<file path="src/rtl/shift_74hc165.sv">
// Reader for a chain of 74HC165 PISO registers.
// Pulses PL, clocks the chain MSB first, presents the word.
module shift_74hc165 #(
  parameter int BITS = 8
) (
  input  logic            clk,
  input  logic            rst,
  input  logic            en,
  input  logic            rd_en,
  input  logic            serial_in,
  output logic            load_n,
  output logic            register_clock,
  output logic [BITS-1:0] data_out,
  output logic            received,
  output logic            busy
);

  localparam int CW = $clog2(BITS);

  localparam logic [2:0] S_IDLE = 3'd0;
  localparam logic [2:0] S_LOAD = 3'd1;
  localparam logic [2:0] S_LO   = 3'd2;
  localparam logic [2:0] S_HI   = 3'd3;
  localparam logic [2:0] S_DONE = 3'd4;

  localparam logic [CW-1:0] LAST = CW'(BITS - 1);

  logic [2:0]      state;
  logic [CW-1:0]   cnt;
  logic [BITS-1:0] shreg;

  always_ff @(posedge clk) begin
    if (rst) begin
      state          <= S_IDLE;
      cnt            <= '0;
      shreg          <= '0;
      load_n         <= 1'b1;
      register_clock <= 1'b0;
      data_out       <= '0;
      received       <= 1'b0;
      busy           <= 1'b0;
    end else begin
      received <= 1'b0;
      unique case (state)
        S_IDLE: begin
          if (rd_en) begin
            load_n <= 1'b0;
            busy   <= 1'b1;
            state  <= S_LOAD;
          end
        end
        S_LOAD: begin
          if (en) begin
            load_n <= 1'b1;
            cnt    <= '0;
            state  <= S_LO;
          end
        end
        S_LO: begin
          // Q7 settled a full tick ago; CP is low here
          if (en) begin
            shreg <= {shreg[BITS-2:0], serial_in};
            if (cnt == LAST) begin
              state <= S_DONE;
            end else begin
              register_clock <= 1'b1;
              cnt            <= cnt + CW'(1);
              state          <= S_HI;
            end
          end
        end
        S_HI: begin
          if (en) begin
            register_clock <= 1'b0;
            state          <= S_LO;
          end
        end
        S_DONE: begin
          data_out <= shreg;
          received <= 1'b1;
          busy     <= 1'b0;
          state    <= S_IDLE;
        end
        default: begin
          state <= S_IDLE;
        end
      endcase
    end
  end

endmodule

</file>
<file path="config.mk">
export PLATFORM = sky130hd
export DESIGN_NAME = shift_74hc165
export DESIGN_NICKNAME = d
export VERILOG_FILES = /design/src/rtl/shift_74hc165.sv
export SDC_FILE = /design/constraint.sdc
export NUM_CORES = 1
export LEC_CHECK = 0
export ABC_AREA = 1
export BUFFER_PORTS_ARGS = -buffer_cell sky130_fd_sc_hd__buf_4
export CAP_MARGIN = 20
export CORE_ASPECT_RATIO = 0.9
export CORE_MARGIN = 3
export CORE_UTILIZATION = 30
export CTS_CLUSTER_DIAMETER = 80
export DETAILED_ROUTE_END_ITERATION = 7
export PLACE_DENSITY = 0.46
export SLEW_MARGIN = 20
export SYNTH_ARGS = -nofsm -noshare
export SYNTH_HDL_FRONTEND = slang
export SYNTH_SLANG_ARGS = --single-unit
</file>
<file path="constraint.sdc">
create_clock -name clk -period 1.43 [get_ports clk]
set_clock_uncertainty 0.15 [all_clocks]
set_input_delay 0.143 -clock clk [delete_from_list [all_inputs] [get_ports clk]]
set_output_delay 0.143 -clock clk [all_outputs]
set_load 0.01 [all_outputs]
</file>
==> flow_metrics.tcl <==
set metrics [dict create \
    status "completed" \
    synth_edf_count 0 \
    synth_top_area_cell "dfxtp_1" \
    dr_wl_met2_um 896 \
    maxCapViolations 0 \
    die_h_um 62.3 \
    place_area_sq_um 1240 \
    die_area_sq_um 4270 \
    synth_mux_area_frac 0 \
    worstSetupStartpointType "flip-flop" \
    start_util 0.329 \
    area_growth_syn_to_layout_pct 27.3 \
    ir_drop_mv 0.563 \
    period_needed_ns 1.43 \
    synthesis.area_sq_um 1060 \
    clk_pin_slew_ns 0.09 \
    hold_viol 0 \
    dp_hpwl_um 1520 \
    leakagePower_nw 0.597 \
    slew_violations 0 \
    fillers 345 \
    yosysMostFrequentCell "nand2_1" \
    rsz0062_at_grt "true" \
    vias 923 \
    hold_class "in2reg" \
    wl_met1_um 1140 \
    crit_type "reg2reg" \
    cts_tree "built" \
    clock.fmax_mhz 702 \
    drt_iter0_markers 42 \
    p_per_area_nw_per_um2 1480 \
    required_ns 1.44 \
    synth_area_per_cell_sq_um 7.54 \
    fin_area_sq_um 1340 \
    avgRoutedWirePerCell_um 10.8 \
    stdcell_count 204 \
    yosys_warnings 0 \
    ant_nets 0 \
    die_w_um 68.5 \
    grt_pass1_vias 833 \
    fp-row-count 19 \
    cts_setup_buffers 0 \
    final_nets 171 \
    setup-violations-final 0 \
    antennaDiodeCount 0 \
    grt_max_degree 17 \
    yosysSeqAreaShare 0.493 \
    drive_above_1_share 0.265 \
    synth_cells 140 \
    vias_per_cell 4.52 \
    yosys.area_share.simple 0.321 \
    grt_pass1_wl_um 3650 \
    cts_buffers 3 \
    cp-end-kind "flip-flop" \
    grtUsageTotal 0.111 \
    drc 0 \
    routed_wirelength_um 2200 \
    relSlewSlack 0.686 \
    yosys.cell_types.count 20 \
    place.gp.congestion 0.852 \
    antenna_found_initial 0 \
    tightest_slew_ns 0.470 \
    crit_fanout 5 \
    dp.cells 199 \
    synth-adder-area-share 0.0237 \
    hold_slack_ns 0.0683 \
    arrival_ns 1.43 \
    synth_xor_area_frac 0 \
    post-place-ws_ns -0.107 \
    cts_root_buf "clkbuf_8" \
    synthArstFlopShare 0 \
    ys_ff_latch 26 \
    wl_met3_um 143 \
    grt_overflow 0 \
    synth_top_area_share 0.493 \
    ys_top_cells_by_area "dfxtp_1 (49%), nand2_1 (11%), nor2_1 (10%), nand3_1 (5.7%), a21oi_1 (4.7%)" \
    post-route-period-util 0.997 \
    clock_path_buffers 2 \
    syn_nets 147 \
    htree_levels 1 \
    synth.top_cells.by_count "nand2_1 (30), nor2_1 (28), dfxtp_1 (26)" \
    clk_latency_ns 0.26 \
    port_buffers 16 \
    drt_first_pass_iters 4 \
    synth_top_family_by_area "simple AND/OR/NAND/NOR gates" \
    synth_top_flop_cell "dfxtp_1" \
    coreArea_sq_um 3210 \
    utilization 0.419 \
    top_layer_used "met4" \
    synth_compound_area_frac 0.0972 \
    layout_setup_ws_ns 0.00461 \
    cts.sink_count 26 \
    design.portCount 17 \
]
==> path summary, 6_finish.rpt <==
check              start      to  slack [ns]  depth (start not counted)
setup reg to reg  cnt[0]  cnt[0]       0.005                          7
setup / recovery  cnt[0]  cnt[0]       0.005                          7
hold reg to reg     busy    busy        0.32                          2
hold / removal     rd_en    busy        0.07                          3
==> where the power goes <==
part	switching, W	leakage (nW)	internal [W]
combinational	0.000395	0.364	0.000276
clock	0.000210	0.0216	0.000188
sequential	0.000100	0.212	0.000822
total	0.000705	0.597	0.00129
==> what timing repair did <==
action	4_1_cts	5_1_grt
endpoints found under the hold margin	10	0
gates cloned	0	0
gates resized for setup	9	5
pin swaps	3	3
hold buffers	2	0
setup endpoints to repair	4	8
==> logic make-up after synthesis <==
family | Yosys count
flip-flops | 26
buffers and inverters | 15
adder cells (fa/ha/maj) | 2
AO/OA/AOI/OAI | 20
AND/OR/NAND/NOR | 77
==> flip-flops by register name, summed over array words and instances (netlist names) <==
register	flops
busy	1
cnt	3
data_out	8
load_n	1
received	1
register_clock	1
shreg	8
state	3
==> cell type report <==
class,count,area [sq um],share of cell area
Multi-Input combinational cell,99,507,0.377
Clock buffer,3,41.3,0.0307
Sequential cell,26,524,0.390
Tap cell,42,52.6,0.0391
Inverter,11,41.3,0.0307
Timing Repair Buffer,23,178,0.132
==> worst max-delay path: stages, from the launching register on <==
cell	delay, ns
dfxtp_2	0.34
ha_4	0.16
ha_4	0.15
inv_2	0.05
nand4_1	0.15
nand2_2	0.16
and2_4	0.14
nor2_1	0.03
==> through the flow <==
step / power (W) / setup TNS [ns]
finish: 0.00199 / 0
CTS: 0.00199 / 0
global route: 0.00216 / -0.205
global placement: 0.00154 / -0.0655
detailed placement: 0.00153 / -0.302
floorplan: 0.00137 / 0
==> metal layers <==
layer  vias to the layer above  track usage
li1                        496            -
met2                        19        0.167
met5                         -            0
met4                         0       0.0298
met3                         2       0.0450
met1                       406        0.144
==> layout by cell type, fill, tap and decap left out <==
cell           netlist  final
a21oi_1             10      9
a21oi_2              0      1
and2_4               0      1
buf_4                0     21
clkbuf_8             0      3
dfxtp_1             26     23
dfxtp_2              0      3
dlygate4sd3_1        0      2
ha_4                 0      2
inv_1                7      6
inv_2                4      5
nand2_1             30     26
nand2_2              0      4
nand3_1             12     12
nand3b_1             1      1
nand4_1              2      2
nor2_1              28     28
nor2_2               1      1
nor2_4               1      1
nor3_4               1      1
o21ai_0              9      9
o31ai_1              1      1
Note: power is estimated with default switching activity, not from simulation.
